==> src/rtl/lm80c_ram_arbiter_if.sv <==
// Bus bundle between the lm80c core, the program downloader and the system RAM port.
// master = requesters plus RAM model side, slave = the arbiter.
interface lm80c_ram_arbiter_if;
   logic [15:0] cpu_addr;
   logic [7:0]  cpu_wdata;
   logic        cpu_rd;
   logic        cpu_wr;
   logic [7:0]  cpu_rdata;
   logic        cpu_wait;
   logic [15:0] dl_addr;
   logic [7:0]  dl_data;
   logic        dl_wr;
   logic        dl_ready;
   logic        dl_overrun;
   logic [15:0] mem_addr;
   logic [7:0]  mem_wdata;
   logic        mem_we;
   logic        mem_rd;
   logic [7:0]  mem_q;

   modport master (
      output cpu_addr, cpu_wdata, cpu_rd, cpu_wr, dl_addr, dl_data, dl_wr, mem_q,
      input  cpu_rdata, cpu_wait, dl_ready, dl_overrun, mem_addr, mem_wdata, mem_we, mem_rd
   );

   modport slave (
      input  cpu_addr, cpu_wdata, cpu_rd, cpu_wr, dl_addr, dl_data, dl_wr, mem_q,
      output cpu_rdata, cpu_wait, dl_ready, dl_overrun, mem_addr, mem_wdata, mem_we, mem_rd
   );
endinterface

==> src/rtl/lm80c_ram_arbiter.sv <==
// Shares the 64K x 8 system RAM between the Z80 bus and the program downloader,
// stretching CPU cycles through WAIT and buffering one downloader write.
//
// state  | meaning
// IDLE   | arbitrate between the downloader holding register and the CPU request
// DL_WR  | mem_we pulse with the held downloader address/data
// CPU_WR | mem_we pulse with the CPU address/data, CPU access completes
// CPU_RD | mem_rd issued on entry, count down the RAM latency, then capture mem_q
module lm80c_ram_arbiter #(
   parameter int RD_LAT       = 2,
   parameter int MAX_DL_BURST = 4
) (
   input logic                 sys_clock,
   input logic                 RESET_n,
   lm80c_ram_arbiter_if.slave  bus
);

   localparam int BURST_W = $clog2(MAX_DL_BURST + 1);

   typedef enum logic [1:0] {IDLE, DL_WR, CPU_WR, CPU_RD} state_t;

   state_t               state, state_d;
   logic                 cpu_done;
   logic                 cpu_pending;
   logic                 dl_full;
   logic [15:0]          dl_addr_q;
   logic [7:0]           dl_data_q;
   logic [BURST_W-1:0]   burst;
   logic [2:0]           lat_cnt;
   logic [7:0]           cpu_rdata_q;
   logic [15:0]          mem_addr_q;
   logic [7:0]           mem_wdata_q;
   logic                 mem_we_q;
   logic                 mem_rd_q;
   logic                 dl_overrun_q;

   logic                 dl_grant;
   logic                 cpu_wr_go;
   logic                 cpu_rd_go;
   logic                 rd_capture;

   assign cpu_pending    = (bus.cpu_rd | bus.cpu_wr) & ~cpu_done;
   assign bus.cpu_wait   = cpu_pending;
   assign bus.cpu_rdata  = cpu_rdata_q;
   assign bus.dl_ready   = ~dl_full;
   assign bus.dl_overrun = dl_overrun_q;
   assign bus.mem_addr   = mem_addr_q;
   assign bus.mem_wdata  = mem_wdata_q;
   assign bus.mem_we     = mem_we_q;
   assign bus.mem_rd     = mem_rd_q;

   always_comb begin
      state_d    = state;
      dl_grant   = 1'b0;
      cpu_wr_go  = 1'b0;
      cpu_rd_go  = 1'b0;
      rd_capture = 1'b0;
      unique case (state)
         IDLE: begin
            if (dl_full && (!cpu_pending || burst < BURST_W'(MAX_DL_BURST))) begin
               state_d  = DL_WR;
               dl_grant = 1'b1;
            end else if (cpu_pending && bus.cpu_wr) begin
               state_d   = CPU_WR;
               cpu_wr_go = 1'b1;
            end else if (cpu_pending) begin
               state_d   = CPU_RD;
               cpu_rd_go = 1'b1;
            end
         end
         DL_WR:  state_d = IDLE;
         CPU_WR: state_d = IDLE;
         CPU_RD: begin
            if (lat_cnt == 3'd0) begin
               state_d    = IDLE;
               rd_capture = 1'b1;
            end
         end
         default: state_d = IDLE;
      endcase
   end

   always_ff @(posedge sys_clock or negedge RESET_n) begin
      if (!RESET_n) begin
         state <= IDLE;
      end else begin
         state <= state_d;
      end
   end

   // Memory strobes and address/data are registered on the edge that enters the access state.
   always_ff @(posedge sys_clock or negedge RESET_n) begin
      if (!RESET_n) begin
         mem_we_q    <= 1'b0;
         mem_rd_q    <= 1'b0;
         mem_addr_q  <= 16'h0000;
         mem_wdata_q <= 8'h00;
         lat_cnt     <= 3'd0;
         cpu_rdata_q <= 8'h00;
         cpu_done    <= 1'b0;
         burst       <= '0;
      end else begin
         mem_we_q <= dl_grant | cpu_wr_go;
         mem_rd_q <= cpu_rd_go;
         if (dl_grant) begin
            mem_addr_q  <= dl_addr_q;
            mem_wdata_q <= dl_data_q;
         end else if (cpu_wr_go) begin
            mem_addr_q  <= bus.cpu_addr;
            mem_wdata_q <= bus.cpu_wdata;
         end else if (cpu_rd_go) begin
            mem_addr_q  <= bus.cpu_addr;
         end

         if (cpu_rd_go) begin
            lat_cnt <= 3'(RD_LAT);
         end else if (state == CPU_RD && lat_cnt != 3'd0) begin
            lat_cnt <= lat_cnt - 3'd1;
         end

         if (rd_capture) begin
            cpu_rdata_q <= bus.mem_q;
         end

         if (!(bus.cpu_rd | bus.cpu_wr)) begin
            cpu_done <= 1'b0;
         end else if (state == CPU_WR || rd_capture) begin
            cpu_done <= 1'b1;
         end

         if (dl_grant) begin
            burst <= cpu_pending ? burst + 1'b1 : '0;
         end else if (cpu_wr_go || cpu_rd_go) begin
            burst <= '0;
         end
      end
   end

   // A strobe landing in the grant cycle refills the register the write is draining.
   always_ff @(posedge sys_clock or negedge RESET_n) begin
      if (!RESET_n) begin
         dl_full      <= 1'b0;
         dl_addr_q    <= 16'h0000;
         dl_data_q    <= 8'h00;
         dl_overrun_q <= 1'b0;
      end else begin
         if (bus.dl_wr) begin
            if (!dl_full || dl_grant) begin
               dl_full   <= 1'b1;
               dl_addr_q <= bus.dl_addr;
               dl_data_q <= bus.dl_data;
            end else begin
               dl_overrun_q <= 1'b1;
            end
         end else if (dl_grant) begin
            dl_full <= 1'b0;
         end
      end
   end

endmodule
==> src/flat_wrapper.sv <==
// flat-port wrapper written by rule: the top's interface ports become plain ports
module lm80c_ram_arbiter_flat 
#(
   parameter int RD_LAT       = 2,
   parameter int MAX_DL_BURST = 4
)
  (sys_clock, RESET_n, bus_cpu_addr, bus_cpu_wdata, bus_cpu_rd, bus_cpu_wr, bus_dl_addr, bus_dl_data, bus_dl_wr, bus_mem_q, bus_cpu_rdata, bus_cpu_wait, bus_dl_ready, bus_dl_overrun, bus_mem_addr, bus_mem_wdata, bus_mem_we, bus_mem_rd);
  lm80c_ram_arbiter_if bus_i ();
  input logic sys_clock;
  input logic RESET_n;
  input wire logic [$bits(bus_i.cpu_addr)-1:0] bus_cpu_addr;
  input wire logic [$bits(bus_i.cpu_wdata)-1:0] bus_cpu_wdata;
  input wire logic [$bits(bus_i.cpu_rd)-1:0] bus_cpu_rd;
  input wire logic [$bits(bus_i.cpu_wr)-1:0] bus_cpu_wr;
  input wire logic [$bits(bus_i.dl_addr)-1:0] bus_dl_addr;
  input wire logic [$bits(bus_i.dl_data)-1:0] bus_dl_data;
  input wire logic [$bits(bus_i.dl_wr)-1:0] bus_dl_wr;
  input wire logic [$bits(bus_i.mem_q)-1:0] bus_mem_q;
  output wire logic [$bits(bus_i.cpu_rdata)-1:0] bus_cpu_rdata;
  output wire logic [$bits(bus_i.cpu_wait)-1:0] bus_cpu_wait;
  output wire logic [$bits(bus_i.dl_ready)-1:0] bus_dl_ready;
  output wire logic [$bits(bus_i.dl_overrun)-1:0] bus_dl_overrun;
  output wire logic [$bits(bus_i.mem_addr)-1:0] bus_mem_addr;
  output wire logic [$bits(bus_i.mem_wdata)-1:0] bus_mem_wdata;
  output wire logic [$bits(bus_i.mem_we)-1:0] bus_mem_we;
  output wire logic [$bits(bus_i.mem_rd)-1:0] bus_mem_rd;
  assign bus_i.cpu_addr = bus_cpu_addr;
  assign bus_i.cpu_wdata = bus_cpu_wdata;
  assign bus_i.cpu_rd = bus_cpu_rd;
  assign bus_i.cpu_wr = bus_cpu_wr;
  assign bus_i.dl_addr = bus_dl_addr;
  assign bus_i.dl_data = bus_dl_data;
  assign bus_i.dl_wr = bus_dl_wr;
  assign bus_i.mem_q = bus_mem_q;
  assign bus_cpu_rdata = bus_i.cpu_rdata;
  assign bus_cpu_wait = bus_i.cpu_wait;
  assign bus_dl_ready = bus_i.dl_ready;
  assign bus_dl_overrun = bus_i.dl_overrun;
  assign bus_mem_addr = bus_i.mem_addr;
  assign bus_mem_wdata = bus_i.mem_wdata;
  assign bus_mem_we = bus_i.mem_we;
  assign bus_mem_rd = bus_i.mem_rd;
  lm80c_ram_arbiter #(.RD_LAT(RD_LAT), .MAX_DL_BURST(MAX_DL_BURST)) u_core (.sys_clock(sys_clock), .RESET_n(RESET_n), .bus(bus_i));
endmodule
==> config.mk <==
export PLATFORM = sky130hd
export DESIGN_NAME = lm80c_ram_arbiter_flat
export DESIGN_NICKNAME = d
export VERILOG_FILES = /design/src/rtl/lm80c_ram_arbiter_if.sv /design/src/rtl/lm80c_ram_arbiter.sv /design/src/flat_wrapper.sv
export SDC_FILE = /design/constraint.sdc
export NUM_CORES = 1
export LEC_CHECK = 0
export BUFFER_PORTS_ARGS = -buffer_cell sky130_fd_sc_hd__buf_2
export CAP_MARGIN = 20
export CORE_ASPECT_RATIO = 1.4
export CORE_MARGIN = 2
export CORE_UTILIZATION = 30
export CTS_BUF_LIST = sky130_fd_sc_hd__clkbuf_4
export DETAILED_ROUTE_END_ITERATION = 8
export PLACE_DENSITY = 0.54
export SLEW_MARGIN = 25
export SYNTH_ARGS = -nofsm -noshare
export SYNTH_HDL_FRONTEND = slang
export SYNTH_SLANG_ARGS = --single-unit
==> constraint.sdc <==
create_clock -name sys_clock -period 2.17 [get_ports sys_clock]
set_input_delay 0.434 -clock sys_clock [delete_from_list [all_inputs] [get_ports sys_clock]]
set_output_delay 0.434 -clock sys_clock [all_outputs]
set_load 0.01 [all_outputs]
# [After elaboration in Yosys (flattened, before gate mapping)]
# Index checks and enable logic that the tools add are counted.
[op_classes] n_addsub=2 n_lt_le_gt_ge=1 eq_ne=7 n_mux=31 bitwise=6 reduce_logical=22
[op_table] cell="$mux W16" n=3
[op_table] cell="$mux W1" n=16
[op_table] cell="$mux W8" n=2
[op_table] cell="$mux W3" n=5
[op_table] cell="$mux W2" n=4
[op_table] cell="$reduce_and A2 Y1" n=4
[op_table] cell="$reduce_bool A2 Y1" n=4
[op_table] cell="$pmux W2 S3" n=1
[op_table] cell="$reduce_bool A3 Y1" n=2
[op_table] cell="$eq A2 B2 Y1 const B" n=2
[op_table] cell="$logic_or A1 B1 Y1" n=4
[op_table] cell="$ne A2 B1 Y1 const B" n=2
[op_table] cell="$ne A4 B1 Y1 const B" n=1
[op_table] cell="$add A3 B1 Y3 const B" n=1
[op_table] cell="$logic_and A1 B1 Y1" n=3
[op_table] cell="$logic_not A3 Y1" n=1
[op_table] cell="$lt A3 B3 Y1 const B" n=1
[op_table] cell="$not A1 Y1" n=3
[op_table] cell="$sub A3 B1 Y3 const B" n=1
[op_table] cell="$eq A2 B1 Y1 const B" n=1
[op_table] cell="$logic_not A1 Y1" n=2
[op_table] cell="$logic_not A2 Y1" n=1
[op_table] cell="$ne A2 B2 Y1 const B" n=1
[op_table] cell="$or A1 B1 Y1" n=2
[op_table] cell="2 further kinds" n=2
[word_totals] reg_bits=69 in_bits=61

# [Longest topological paths before layout]
# Gate-level depths: netlist (run 1).
[depth] word_depth=10 depth_mapped=7 depth_no_buf=7

# [Least setup slack after synthesis (run 1)]
# Ideal clock, no wire load.
[synth_timing] path_kind="register -> register" startpoint="reg u_core.cpu_done" endpoint="reg u_core.dl_addr_q[0]" arrival_ps=1533 t_required_ps=2045 path_slack_ps=512 stages_incl_launch_ff=7 path_cell_list="dfrtp_1 o21ba_1 buf_6 a21oi_4 o21ai_4 buf_4 mux2_2"
[synth_via] elab_chain_cells=9
[synth_lines] element="from (decl)" line="lm80c_ram_arbiter.sv:23" text="logic cpu_done;"
[synth_lines] element="from (signal assigned)" line="lm80c_ram_arbiter.sv:100" text="cpu_done <= 1'b0;"
[synth_lines] element="from (signal assigned)" line="lm80c_ram_arbiter.sv:126" text="cpu_done <= 1'b0;"
[synth_lines] element="from (signal assigned)" line="lm80c_ram_arbiter.sv:128" text="cpu_done <= 1'b1;"
[synth_lines] element="$not A1 Y1" line="lm80c_ram_arbiter.sv:42" text="assign cpu_pending = (bus.cpu_rd | bus.cpu_wr) & ~cpu_done;"
[synth_lines] element="$and A1 B1 Y1" line="lm80c_ram_arbiter.sv:42"
[synth_lines] element="via bus_cpu_wait" line="flat_wrapper.sv:20" text="output wire logic [$bits(bus_i.cpu_wait)-1:0] bus_cpu_wait;"
[synth_lines] element="$logic_not A1 Y1" line="lm80c_ram_arbiter.sv:60" text="if (dl_full && (!cpu_pending || burst < BURST_W'(MAX_DL_BURST))) begin"
[synth_lines] element="$logic_or A1 B1 Y1" line="lm80c_ram_arbiter.sv:60"
[synth_lines] element="$logic_and A1 B1 Y1" line="lm80c_ram_arbiter.sv:60"
[synth_lines] element="$mux W1" line="lm80c_ram_arbiter.sv:60"
[synth_lines] element="$mux W1" line="lm80c_ram_arbiter.sv:58" text="unique case (state)"
[synth_lines] element="$logic_or A1 B1 Y1" line="lm80c_ram_arbiter.sv:148" text="if (!dl_full || dl_grant) begin"
[synth_lines] element="$reduce_and A2 Y1 (no line)"
[synth_lines] element="to (signal assigned)" line="lm80c_ram_arbiter.sv:150" text="dl_addr_q <= bus.dl_addr;"
[synth_lines] element="to (decl)" line="lm80c_ram_arbiter.sv:26" text="logic [15:0] dl_addr_q;"
# The timed path passes the listed nets, and every way through them passes these cells.
# A chain may end at the register's enable or synchronous reset.

# [Final worst setup path (run 1)]
[layout_timing] startpoint="reg u_core.cpu_done" endpoint="out bus_cpu_wait"
[layout_via] elab_chain_cells=2
[layout_lines] element="$not A1 Y1" line="lm80c_ram_arbiter.sv:42"
[layout_lines] element="$and A1 B1 Y1" line="lm80c_ram_arbiter.sv:42"
[layout_lines] element="to (decl)" line="flat_wrapper.sv:20"
# No other way between the ends.

==> metrics.cfg, run 1 <==
[floorplanning]
start_util_pct=31.0
fp.dieArea_um2=10600
core_um2=9510
ios=98
fp.dieH_um=121
rows=42
die_x_um=87.7

[grt]
antenna_found_initial=0
grtUsageTotal_pct=13.5
grt_first_pass_wirelength_mm=10.8
grt_max_degree=70
grt.overflow.total=0
grt_pass1_vias=2227

[drt]
vias=2137
post_drt_wl_per_cell_um=14.1
drc=0
vias_per_cell=4.58
drt_first_pass_iters=4
drtIter0Drc=43
wl_mm=6.60
ant_nets=0

[cells_and_area]
final_util_pct=39.1
nNetsFinal=395
fillers=962
multi_input_area_um2=1130
seqCellArea_um2=1730
drive_gt1_share_pct=48.1
diodes=0
finalNonFillerCells=467
syn2layout_area_growth_pct=26.4

[critical_path]
cp_top_family=compound AO/OA/AOI/OAI gates
arrival_ns=1.52
crit_type=reg -> out
rrSetupSlack_ns=0.32
startpoint=u_core.cpu_done$_DFFE_PN0P_
cp_cell_sequence=o21ba_1 > buf_2
reg2reg_depth=5
worst_ep_required_time_ns=1.74
cp_max_fo=8
critPathSlowestCell=o21ba_1
max_stage_delay_ns=0.48
timing.rr.end=u_core.dl_data_q[0]$_DFFE_PN0P_
timing.rr.start=u_core.cpu_done$_DFFE_PN0P_
crit_path_end_kind=output port
crit_buf_inv=1
critPathLaunchType=register

[clock_tree]
cts_tree=done
cts_root_buffer=clkbuf_4
cts_setup_buffers=0
clkSlewWorstSetupHoldPaths_ns=0.11
cts_buffer_depth=2
ctsHoldBuffers=0
cts_max_level=3
cts.sinks=69
cts_resized=0
clkLatencyLatePin_ns=0.42
cts_made_buffers=9

[sta]
grt_setup_unrepaired=false
setup_ws_ns=0.217
slew_headroom_pct=66.9
post-route-min-period_ns=1.95
setup_tns_ns=0
slew_viol_final=0
tightestPinTransition_ns=0.492
hold_violations=0
fin_worst_skew_ns=0.0214
fin_crit_sh_pct=90.0
setup_viol=0
clock.fmax_mhz=512

[logic_synthesis]
synth_commonest_cells=69 x dfrtp_1, 32 x mux2_2, 25 x nor2_1
synth_area_um2=2940
synthMostInstantiatedCell=dfrtp_1
synth.yosys.warnings=0
synth_edf_count=0
synth_ff_type=dfrtp_1
syn_inst=228
yosysUniqueCellTypes=36
synth_area_per_cell_um2=12.9
synthTopCellsByArea=dfrtp_1 59%, mux2_2 12%, mux2i_1 5.4%, a21oi_1 3.2%, nor2_1 3.2%
ys_seq_area_share_pct=58.6
synth_seq_cells=69
synth_top_area_cell=dfrtp_1
async_flop_share_pct=100
yosysTopAreaCellShare_pct=58.6
syn_nets=292

[pwr]
powerDensity_nw_per_um2=1470
pwr-share-clk_pct=14.4
p_sw_uw=2010
sw_frac_of_total_pct=36.7
ir_drop_uv=475
seqPwrFrac_pct=40.8
pwr-share-comb_pct=44.8
leakage_uw=0.00171
intPower_uw=3460

[flow_run]
drv_cap=0

[run_status]
outcome=finished, final reports clean

[placement]
gp_routability_congestion=0.753
dp.cells=452
dpl_worst_slack_ns=0.238
hpwl_mm=4.50
port_buffers=97

[min_path]
hp-class=in -> async

-- cells by family (layout without fill, tap and decap cells) --
logic type,count (synthesis),after routing,synth area share (%)
compound gates,43,43,11.4
xor+xnor,1,1,0.298
buf+inv,14,121,2.93
simple gates,50,50,7.74
mux,48,48,17.7
fa+ha+maj,3,3,1.28
flops,69,69,58.6
-- power groups by stage --
stage                     Sequential (uW)  Combinational, uW  Clock, uW
after floorplan                      2350               1620          0
after CTS                            2240               2510        828
after global routing                 2320               2740        878
final                                2230               2450        788
after global placement               2250               2440          0
after detailed placement             2260               2510          0
-- sequential cells by signal, summed over array words and instances, names as in the netlist --
signal	cells
u_core.burst	3
u_core.bus.cpu_rdata	8
u_core.bus.dl_overrun	1
u_core.bus.mem_addr	16
u_core.bus.mem_rd	1
u_core.bus.mem_wdata	8
u_core.bus.mem_we	1
u_core.cpu_done	1
u_core.dl_addr_q	16
u_core.dl_data_q	8
u_core.dl_full	1
u_core.lat_cnt	3
u_core.state	2
-- worst max-delay path by stage --
stage | slack [ns] | endpoint | cells past startpoint
floorplan | 0.51 | u_core.dl_addr_q[0]$_DFFE_PN0P_ | 6
global placement | 0.28 | u_core.dl_addr_q[4]$_DFFE_PN0P_ | 6
detailed placement | 0.24 | u_core.dl_data_q[0]$_DFFE_PN0P_ | 6
CTS | 0.17 | bus_cpu_wait | 2
global route | 0.1 | bus_cpu_wait | 2
finish | 0.22 | bus_cpu_wait | 2
-- per-stage QoR --
step | power, uW | cell area [um^2] | hold slack (ns)
2_1_floorplan | 3970 | 2940 | 0.138
3_3_place_gp | 4690 | 3600 | 0.474
3_5_place_dp | 4770 | 3600 | 0.468
4_1_cts | 5580 | 3720 | 0.0163
5_1_grt | 5940 | 3720 | 0.0315
6_report | 5470 | 3720 | 0.0320
-- cells in the final DEF, fill, tap and decap left out, types with 2 or more instances in the layout --
master     n
ha_1       3
nor3_1     2
clkinv_1   3
nand2_1    9
o21ai_0    4
buf_2     97
o221a_2    8
mux2i_1   16
buf_12     3
a32o_1     2
or3_1      8
a21oi_1   19
nor2_1    25
clkbuf_4   9
inv_1      3
buf_4      2
mux2_2    32
dfrtp_1   69
-- metal layers --
metal	wire (um)	GRT usage [%]
met5	0	0
met3	567	5.58
met1	2780	16.1
met2	3120	20.8
met4	128	6.54
-- area by class of cell --
cell class	instances	area share, %
clock buffer	9	1.82
clock inverter	6	1.48
inverter	4	0.403
multi-input combinational	145	30.4
sequential	69	46.4
tap	132	4.44
timing repair buffer	102	15.1
(Power assumes the default switching activity.)
==> run 2: changes to the inputs <==
CORE_UTILIZATION = 48   (was 30)
PLACE_DENSITY = 0.79   (was 0.54)
==> run 2 against run 1 <==
Net effect:
- flip-flop and latch count is the same
- fmax up 0.44%
- sequential power is essentially flat
- critical path depth is the same
- die area is 36% lower
- core utilization grew 23 points
- sequential share of layout area rose by 0.36 points
- worst setup slack better by 0.0086 ns
- critical path type unchanged
- highest routed layer unchanged
==> metrics.cfg, run 2 (synthesis results as in run 1) <==
[grt]
antenna_found_initial=0  ; unchanged
grt_max_degree=34  ; -51%
grt_pass1_vias=2198  ; -1.3%
grtUsageTotal_pct=19.0  ; +5.5 points
grt_first_pass_wirelength_mm=10.1  ; -6.6%
grt.overflow.total=0  ; unchanged

[critical_path]
worst_ep_required_time_ns=1.74  ; about the same
cp_cell_sequence=o21ba_1 > buf_2
cp_top_family=compound AO/OA/AOI/OAI gates
critPathLaunchType=register
cp_max_fo=8  ; unchanged
rrSetupSlack_ns=0.31  ; about the same
crit_path_end_kind=output port
crit_buf_inv=1  ; unchanged
timing.rr.end=u_core.dl_data_q[0]$_DFFE_PN0P_
arrival_ns=1.51  ; about the same
critPathSlowestCell=o21ba_1
max_stage_delay_ns=0.47  ; about the same
crit_type=reg -> out
reg2reg_depth=5  ; unchanged
timing.rr.start=u_core.cpu_done$_DFFE_PN0P_

[sta]
tightestPinTransition_ns=0.643  ; +0.151 ns
slew_viol_final=0  ; unchanged
setup_tns_ns=0  ; unchanged
clock.fmax_mhz=514  ; +0.44%
setup_viol=0  ; unchanged
slew_headroom_pct=57.1  ; -9.8 points
fin_worst_skew_ns=0.0168  ; -0.00461 ns
fin_crit_sh_pct=89.6  ; -0.39 points
post-route-min-period_ns=1.94  ; -0.00856 ns
grt_setup_unrepaired=false
hold_violations=0  ; unchanged

[placement]
hpwl_mm=4.44  ; -1.3%
gp_routability_congestion=0.814  ; +8.2%
port_buffers=97  ; unchanged
placed_cell_area_um2=3510  ; -2.4%

[pwr]
ir_drop_uv=740  ; +56%
leakage_uw=0.00174  ; +1.4%
powerDensity_nw_per_um2=1530  ; +4.4%

[clock_tree]
cts_buffer_depth=2  ; unchanged
cts_setup_buffers=0  ; unchanged
cts_made_buffers=9  ; unchanged
cts_resized=0  ; unchanged
cts.sinks=69  ; unchanged
cts_tree=done
clkLatencyLatePin_ns=0.41  ; about the same
ctsHoldBuffers=0  ; unchanged
cts_root_buffer=clkbuf_4
cts_max_level=3  ; unchanged
clkSlewWorstSetupHoldPaths_ns=0.12  ; about the same

[drt]
post_drt_wl_per_cell_um=14.5  ; +2.4%
vias_per_cell=5.21  ; +14%
ant_nets=0  ; unchanged
drt_first_pass_iters=4  ; unchanged
drtIter0Drc=134  ; +210%
drc=0  ; unchanged
vias=2126  ; -0.51%
wl_mm=5.90  ; -11%

[floorplanning]
fp.dieArea_um2=6780  ; -36%
start_util_pct=49.9  ; +19 points
die_x_um=70.2  ; -20%
rows=33  ; -21%
ios=98  ; unchanged
core_um2=5900  ; -38%
fp.dieH_um=96.7  ; -20%

[cells_and_area]
nNetsFinal=397  ; +0.51%
diodes=0  ; unchanged
fillers=486  ; -49%
final_common_cell=buf_2
mostFrequentLayoutCells=97 x buf_2, 69 x dfrtp_1, 32 x mux2_2
postLayoutCellArea_um2=3690  ; -0.77%
syn2layout_area_growth_pct=25.4
drive_gt1_share_pct=48.8  ; +0.76 points

[min_path]
hp-class=in -> async

[flow_run]
drv_cap=0  ; unchanged

[run_status]
outcome=finished, final reports clean

-- run 2: layout make-up --
cell class,instances,area [um^2],share of cell area (%)
Timing Repair Buffer,104,551,14.9
Clock buffer,9,67.6,1.83
Tap cell,70,87.6,2.37
Inverter,4,15.0,0.407
Sequential cell,69,1730,46.8
Clock inverter,7,114,3.08
Multi-Input combinational cell,145,1130,30.6
-- run 2: worst max-delay path by stage --
stage	start	to	slack [ns]	depth (start not counted)
3_5_place_dp	bus_cpu_wr	u_core.dl_data_q[1]$_DFFE_PN0P_	0.27	6
2_1_floorplan	u_core.cpu_done$_DFFE_PN0P_	u_core.dl_addr_q[0]$_DFFE_PN0P_	0.51	6
6_report	u_core.cpu_done$_DFFE_PN0P_	bus_cpu_wait	0.23	2
3_3_place_gp	bus_cpu_wr	u_core.dl_addr_q[3]$_DFFE_PN0P_	0.33	6
4_1_cts	u_core.cpu_done$_DFFE_PN0P_	bus_cpu_wait	0.20	2
5_1_grt	u_core.cpu_done$_DFFE_PN0P_	bus_cpu_wait	0.12	2
-- run 2: where the power goes --
group / internal [uW] / leakage [uW] / switching [uW]
clock: 578 / 0.0000912 / 448
combinational: 1180 / 0.000847 / 1210
sequential: 1910 / 0.000797 / 339
-- run 2: through the flow --
| stage | hold slack [ns] | std cells | setup WS, ns | power (uW) | utilization [%] |
|---|---|---|---|---|---|
| 2_1_floorplan | 0.138 | 228 | 0.512 | 3970 | - |
| 3_3_place_gp | 0.459 | 392 | 0.326 | 4560 | 59.5 |
| 3_5_place_dp | 0.457 | 392 | 0.271 | 4700 | 59.5 |
| 4_1_cts | 0.0379 | 408 | 0.202 | 5740 | 62.5 |
| 5_1_grt | 0.0687 | 408 | 0.123 | 6070 | 62.5 |
| 6_report | 0.0335 | 408 | 0.226 | 5670 | 62.5 |
-- run 2: routing by layer --
layer / vias to the layer above / global-route usage, % / part of all wire [%]
li1: 1027 / - / -
met1: 1016 / 23.1 / 41
met2: 71 / 31.1 / 50
met3: 12 / 4.06 / 6.0
met4: 0 / 10.8 / 2.4
met5: - / 0 / 0
